**src/rtl/au_operand_seq_pkg.sv**
```systemverilog
// Shared state, mode and width definitions for the AU operand sequencer.
package au_operand_seq_pkg;

    localparam int AU_WIDTH = 4;

    typedef enum logic [1:0] {
        ST_LOAD_A = 2'd0,
        ST_LOAD_B = 2'd1,
        ST_EMIT0  = 2'd2,
        ST_EMIT1  = 2'd3
    } state_t;

    typedef enum logic [1:0] {
        MODE_AB = 2'd0,
        MODE_BA = 2'd1,
        MODE_A  = 2'd2,
        MODE_B  = 2'd3
    } mode_t;

    // Modes that lead with operand B drive the mux select high on the first beat.
    function automatic logic first_sel(input mode_t mode);
        return (mode == MODE_BA) || (mode == MODE_B);
    endfunction

    function automatic logic is_two_beat(input mode_t mode);
        return (mode == MODE_AB) || (mode == MODE_BA);
    endfunction

endpackage

```
**src/rtl/au_operand_seq.sv**
```systemverilog
// Operand sequencer: collects A and B over a shared handshake bus, then drives
// the 2:1 operand mux select to emit one or two result beats per operation.
module au_operand_seq
    import au_operand_seq_pkg::*;
#(
    parameter int WIDTH = AU_WIDTH
) (
    input  logic             clk,
    input  logic             rst,
    input  logic             abort,
    input  logic [WIDTH-1:0] in_data,
    input  logic [1:0]       in_mode,
    input  logic             in_valid,
    output logic             in_ready,
    output logic [WIDTH-1:0] a_out,
    output logic [WIDTH-1:0] b_out,
    output logic             sel,
    output logic             res_valid,
    output logic             res_last,
    input  logic             res_ready,
    output logic [7:0]       op_count
);

    state_t           state;
    state_t           state_next;
    mode_t            mode;
    mode_t            mode_next;
    logic [WIDTH-1:0] a_next;
    logic [WIDTH-1:0] b_next;
    logic             sel_next;
    logic [7:0]       count_next;

    // Handshake outputs come from state alone so no input reaches them combinationally.
    assign in_ready  = (state == ST_LOAD_A) || (state == ST_LOAD_B);
    assign res_valid = (state == ST_EMIT0) || (state == ST_EMIT1);
    assign res_last  = (state == ST_EMIT1) || ((state == ST_EMIT0) && !is_two_beat(mode));

    always_ff @(posedge clk or posedge rst) begin
        if (rst) begin
            state <= ST_LOAD_A;
        end else begin
            state <= state_next;
        end
    end

    always_ff @(posedge clk or posedge rst) begin
        if (rst) begin
            mode     <= MODE_AB;
            a_out    <= '0;
            b_out    <= '0;
            sel      <= 1'b0;
            op_count <= 8'd0;
        end else begin
            mode     <= mode_next;
            a_out    <= a_next;
            b_out    <= b_next;
            sel      <= sel_next;
            op_count <= count_next;
        end
    end

    // Abort wins over everything and also swallows any beat offered alongside it.
    always_comb begin
        state_next = state;
        mode_next  = mode;
        a_next     = a_out;
        b_next     = b_out;
        sel_next   = sel;
        count_next = op_count;
        if (abort) begin
            state_next = ST_LOAD_A;
            a_next     = '0;
            b_next     = '0;
            sel_next   = 1'b0;
        end else begin
            case (state)
                ST_LOAD_A: begin
                    if (in_valid) begin
                        a_next     = in_data;
                        mode_next  = mode_t'(in_mode);
                        state_next = ST_LOAD_B;
                    end
                end
                ST_LOAD_B: begin
                    if (in_valid) begin
                        b_next     = in_data;
                        sel_next   = first_sel(mode);
                        state_next = ST_EMIT0;
                    end
                end
                ST_EMIT0: begin
                    if (res_ready) begin
                        if (is_two_beat(mode)) begin
                            state_next = ST_EMIT1;
                            sel_next   = ~sel;
                        end else begin
                            state_next = ST_LOAD_A;
                            count_next = op_count + 8'd1;
                        end
                    end
                end
                ST_EMIT1: begin
                    if (res_ready) begin
                        state_next = ST_LOAD_A;
                        count_next = op_count + 8'd1;
                    end
                end
                default: state_next = ST_LOAD_A;
            endcase
        end
    end

endmodule

```
**config.mk**
```make
export PLATFORM = sky130hd
export DESIGN_NAME = au_operand_seq
export DESIGN_NICKNAME = d
export VERILOG_FILES = /design/src/rtl/au_operand_seq_pkg.sv /design/src/rtl/au_operand_seq.sv
export SDC_FILE = /design/constraint.sdc
export NUM_CORES = 1
export LEC_CHECK = 0
export BUFFER_PORTS_ARGS = -buffer_cell sky130_fd_sc_hd__buf_2
export CAP_MARGIN = 25
export CORE_UTILIZATION = 45
export CTS_CLUSTER_DIAMETER = 200
export CTS_CLUSTER_SIZE = 20
export DETAILED_ROUTE_END_ITERATION = 12
export PLACE_DENSITY = 0.82
export REMOVE_ABC_BUFFERS = 1
export SLEW_MARGIN = 20
export SYNTH_ARGS = -nofsm -noshare
export SYNTH_HDL_FRONTEND = slang
export SYNTH_SLANG_ARGS = --single-unit
export TNS_END_PERCENT = 100
```
**constraint.sdc**
```tcl
create_clock -name clk -period 2.4 [get_ports clk]
set_input_delay 0.12 -clock clk [delete_from_list [all_inputs] [get_ports clk]]
set_output_delay 0.12 -clock clk [all_outputs]
set_load 0.03 [all_outputs]
```
==> results.cfg, run 1 <==
[clocking]
cts_setup_buffers = 0
h-tree-depth = 1
insertion_delay_ps = 310
post_cts_resized = 0
max-clock-path-buffers = 2
cts_sinks = 21
clkTransAtPathRegs_ps = 110
cts_buffers = 3
cts_root_buf = clkbuf_4
cts_tree = yes

[placement]
dpl-instance-area_sq_mm = 0.001191
place.gp.congestion = 0.7666
pre_cts_slack_ps = 947.6
numPortBuffers = 30
dp_hpwl_um = 1451

[floorplan]
start_util = 0.5012
die-area_sq_mm = 0.002493
die_x_um = 49.93
pin_count = 31
die_height_um = 49.93
rows = 16
core_area_sq_mm = 0.002062

[synth]
synth_edf_count = 0
synth_seq_area_share = 0.5085
synth_area_per_cell_sq_um = 11.61
synthCells = 89
synth_warnings = 0
synthFlopType = dfrtp_1
ys_types = 32
async_reset_ff_frac = 1.000
syn_area_sq_mm = 0.001033
synth_seq_cells = 21

[timing]
fin_worst_skew_ps = 4.856
period_minus_slack_ps = 1455
fin_tns_setup_ps = 0
slew-limit-headroom = 0.4784
hold_viol_final = 0
fin_crit_sh = 0.6061
grt_setup_unrepaired = no
clock.fmax_ghz = 0.6875
max_slew.worst_pin.slew_ps = 781.5
final-max-slew-violation-count = 0
finalSetupViolations = 0
fin_ws_ps = 945.4

[grt]
globalRouteOverflowTotal = 0
grtUsageTotal = 0.1688
grt_pass1_vias = 701
grt_pass1_wl_um = 3118
antenna_found_initial = 0
grt_max_degree = 22

[power_and_ir_drop]
leakage_uw = 0.0006870
report.power.total_uw = 826.8
p_per_area_mw_per_mm2 = 673.6
ir_worst_vdd_uv = 490.9

[flow_run]
drv_cap = 0

[status]
status = complete, no violations

[critical_path]
cpMaxStageDelayCell = dfrtp_1
critPathRequiredTime_ps = 2610
startpoint = state[1]
cp-start-kind = register
critPathKind = reg -> reg
crit_arrival_ps = 1660
cp_slowest_stage_delay_ps = 510
cp-end-kind = register
path_cells = nand2b_1 -> nor3_1 -> mux2_2
r2r_start = state[1]
cp_max_fo = 10

[finish]
design_area_sq_mm = 0.001227
n_antenna_cell = 0
drive_above_1_share = 0.3667
areaGrowthSynthToFinish_pct = 18.77
fin_nets = 133

[route]
firstDrtPassIters = 4
drt_iter0_markers = 8
vias = 733
routed_wl_um = 1863
postRouteAntennaNets = 0
drc = 0
wl_per_cell_um = 12.67
viasPerCell = 4.986

[worst_hold_path]
hold_start = in_mode[0]
hp-class = in -> reg
## worst max-delay path: cells and delay by family, from the launching register on
| kind | cells | cell delay (ps) |
|---|---|---|
| flops | 1 | 510 |
| mux | 1 | 370 |
| simple gates | 2 | 470 |
## path summary, 6_finish.rpt
kind,to,slack (ps),cells past startpoint
min reg2reg,op_count[7],460,1
max reg2reg,mode[1],950,3
max in group asynchronous,state[1],1430,3
min in group asynchronous,mode[1],490,3
max,mode[1],950,3
min,mode[0],40,2
## sequential cells by signal (all words and copies together) (netlist names)
signal and count:
a_out 4, state 2, b_out 4, sel 1
op_count 8, mode 2
## repair_timing
action,CTS,global route
hold buffers,1,0
endpoints found under the hold margin,21,0
endpoints found under the setup margin,0,0
## synthesized netlist by cell type (2+ instances only)
| library cell | count | area, sq um |
|---|---|---|
| mux2_2 | 3 | 33.78 |
| clkbuf_1 | 2 | 7.510 |
| nand4_1 | 2 | 12.51 |
| inv_1 | 6 | 22.52 |
| a21oi_1 | 3 | 15.01 |
| xor2_1 | 4 | 35.03 |
| dfrtp_1 | 21 | 525.5 |
| xnor2_1 | 3 | 26.28 |
| nor2_1 | 11 | 41.29 |
| nand3b_4 | 2 | 40.04 |
| mux2i_1 | 8 | 80.08 |
| nor3_1 | 3 | 15.01 |
| nand3_1 | 2 | 10.01 |
## power by group
part | total (uW) | switching (uW) | internal (uW) | leakage [uW]
clock network | 171 | 106 | 64.9 | 0.0000150
logic | 222 | 138 | 84.7 | 0.000395
registers | 434 | 41.8 | 392 | 0.000277
total | 827 | 285 | 541 | 0.000687
## cells by family after synthesis
logic type	Yosys count	share of synthesized area
AND/OR/NAND/NOR	30	0.1925
buffers and inverters	10	0.04722
adder cells (fa/ha/maj)	1	0.01210
AO/OA/AOI/OAI	9	0.07023
XOR/XNOR	7	0.05932
flip-flops	21	0.5085
multiplexers	11	0.1102
## final cells by class
| type | count | area [sq um] |
|---|---|---|
| inverters | 6 | 22.52 |
| well taps | 27 | 33.78 |
| fillers | 172 | 834.6 |
| multi-input cells | 58 | 459.2 |
| flip-flops and latches | 21 | 525.5 |
| repair buffers | 31 | 160.2 |
| clock buffers | 4 | 26.28 |
## per-stage QoR
stage / hold WS, ps / utilization / cells
6_report: 39.47 / 0.5953 / 147
5_1_grt: 37.98 / 0.5953 / 147
3_3_place_gp: 293.0 / 0.5777 / 142
3_5_place_dp: 302.7 / 0.5777 / 142
2_1_floorplan: 96.53 / - / 85
4_1_cts: 36.80 / 0.5953 / 147
## per-layer routing
metal  wire (um)  global-route usage
met5           0                   0
met4          28             0.07143
met3          85             0.04012
met2         883              0.2770
met1         865              0.2101
## cell usage in the layout, fill, tap and decap left out, types with 3 or more instances in the layout
cell and count:
mux2_2 3, clkbuf_4 3, mux2i_1 8, buf_2 30, nor3_1 3, a21oi_1 3, xnor2_1 3, nor2_1 11
inv_1 6, dfrtp_1 21, xor2_1 4
No activity file was read; power rests on OpenSTA's default activity.
==> inputs of run 2 (changes only) <==
- ABC_AREA: default -> 1
- PLACE_DENSITY: 0.82 -> 0.81
- clock period: 2.4 -> 1.5 ns (I/O delays scaled with it)
==> results.cfg, run 2 <==
[finish]
design_area_sq_mm = 0.001368
drive_above_1_share = 0.2199
fin_nets = 204
n_antenna_cell = 0
areaGrowthSynthToFinish_pct = 21.18
largest_reg_flops = 8
final_common_cell = nand2_1
final_cell_mix = nand2_1 (52), buf_2 (30), dfrtp_1 (21)
fill_cells = 222
top_regs = op_count: 8 flops, a_out: 4 flops, b_out: 4 flops
regMostFlops = op_count

[route]
viasPerCell = 4.954
routed_wl_um = 2423
firstDrtPassIters = 4
vias = 1085
postRouteAntennaNets = 0
wl_per_cell_um = 11.06
drt_iter0_markers = 16
drc = 0

[timing]
max_slew.worst_pin.slew_ps = 266.1
period_minus_slack_ps = 1344
finalSetupViolations = 0
slew-limit-headroom = 0.8208
hold_viol_final = 0
fin_worst_skew_ps = 9.418
fin_crit_sh = 0.8959
fin_tns_setup_ps = 0
final-max-slew-violation-count = 0
grt_setup_unrepaired = no
clock.fmax_ghz = 0.7441
holdWs_ps = 7.030

[critical_path]
cp_max_fo = 7
critPathKind = reg -> reg
r2r_start = state[0]
rr_worst_depth = 7
crit_arrival_ps = 1550
startpoint = state[0]
critPathRequiredTime_ps = 1710
cp-start-kind = register
cp-end-kind = register

[placement]
dp_hpwl_um = 1865
dpl-instance-area_sq_mm = 0.001316
place.gp.congestion = 0.8447
numPortBuffers = 30

[synth]
syn_area_sq_mm = 0.001129
synthFlopType = dfrtp_1
synth_seq_cells = 21
synth_top_cell_area_share = 0.4656
yosys-top-cells-area = dfrtp_1 (47%), nand2_1 (17%), nor2_1 (6.7%), inv_1 (6.3%), nand3_1 (4.9%)
synthCells = 155
synth_warnings = 0
synth_seq_area_share = 0.4656
async_reset_ff_frac = 1.000
ys_top_cells_by_count = nand2_1 (52), dfrtp_1 (21), nor2_1 (20), inv_1 (19)
ys_types = 20
synthMostInstantiatedCell = nand2_1
synth_largest_area_cell = dfrtp_1
synth_edf_count = 0
synth_area_per_cell_sq_um = 7.281

[power_and_ir_drop]
p_per_area_mw_per_mm2 = 1493
ir_worst_vdd_uv = 865.5
leakage_uw = 0.0007508

[grt]
grt_max_degree = 22
grt_pass1_wl_um = 4105
grt_pass1_vias = 1021
globalRouteOverflowTotal = 0
antenna_found_initial = 0
grtUsageTotal = 0.2091

[clocking]
max-clock-path-buffers = 2
cts_sinks = 21
cts_root_buf = clkbuf_4
insertion_delay_ps = 310
clkTransAtPathRegs_ps = 120
cts_setup_buffers = 0
cts_buffers = 3
cts_tree = yes
h-tree-depth = 1

[floorplan]
rows = 17
die-area_sq_mm = 0.002712
die_height_um = 52.08
die_x_um = 52.08
core_area_sq_mm = 0.002297
start_util = 0.4913
pin_count = 31

[worst_hold_path]
hold_depth = 3
hold_start = in_mode[0]
hp-class = in -> reg

[status]
status = complete, no violations

[flow_run]
drv_cap = 0
run 2: area by class of cell:
cell class / count / area (sq um) / area share
Clock buffer: 4 / 26.28 / 0.01921
Inverter: 20 / 75.07 / 0.05489
Multi-Input combinational cell: 111 / 513.0 / 0.3751
Sequential cell: 21 / 525.5 / 0.3843
Tap cell: 28 / 35.03 / 0.02562
Timing Repair Buffer: 35 / 192.7 / 0.1409
run 2: cells by family after synthesis:
logic type,after synthesis,share of synthesized area
flops,21,0.4656
buf+inv,23,0.08425
xor+xnor,4,0.03770
compound gates,19,0.08979
fa+ha+maj,1,0.01108
simple gates,87,0.3115
run 2: worst paths after layout:
kind	end	slack (ps)
max in group asynchronous	a_out[2]	960
hold reg to reg	sel	510
hold / removal	mode[0]	7
setup reg to reg	op_count[3]	160
setup / recovery	op_count[3]	160
min in group asynchronous	sel	310
run 2: per-layer routing:
layer / track usage / part of all wire / vias up
met4: 0.09009 / 0.014 / 0
met3: 0.04386 / 0.059 / 3
met5: 0 / 0 / -
met1: 0.2230 / 0.43 / 489
li1: - / - / 553
met2: 0.3889 / 0.49 / 40
run 2: what timing repair did:
| item | 4_1_cts | 5_1_grt |
|---|---|---|
| hold buffers | 2 | 0 |
| endpoints found under the setup margin | 0 | 1 |
| gates resized for setup | 0 | 1 |
| endpoints found under the hold margin | 22 | 0 |
run 2: through the flow:
step / setup slack [ps] / total power (uW) / cells / util
6_report: 156.1 / 2041 / 219 / 0.5953
5_1_grt: 70.99 / 2195 / 219 / 0.5953
4_1_cts: 96.72 / 2055 / 219 / 0.5931
3_5_place_dp: 108.9 / 1772 / 213 / 0.5730
3_3_place_gp: 194.4 / 1739 / 213 / 0.5730
2_1_floorplan: -122.6 / 1501 / 152 / -
run 2: worst max-delay path, stage by stage (launching register included):
cell     delay, ps
dfrtp_1        450
inv_1          130
nand2_1        130
nor2_2         180
nor2_4          80
buf_4          160
nand2_1         60
o21ai_0         70
run 2: where the power goes:
| part | switching, uW | internal, uW |
|---|---|---|
| clock network | 172 | 104 |
| logic | 615 | 275 |
| registers | 160 | 714 |
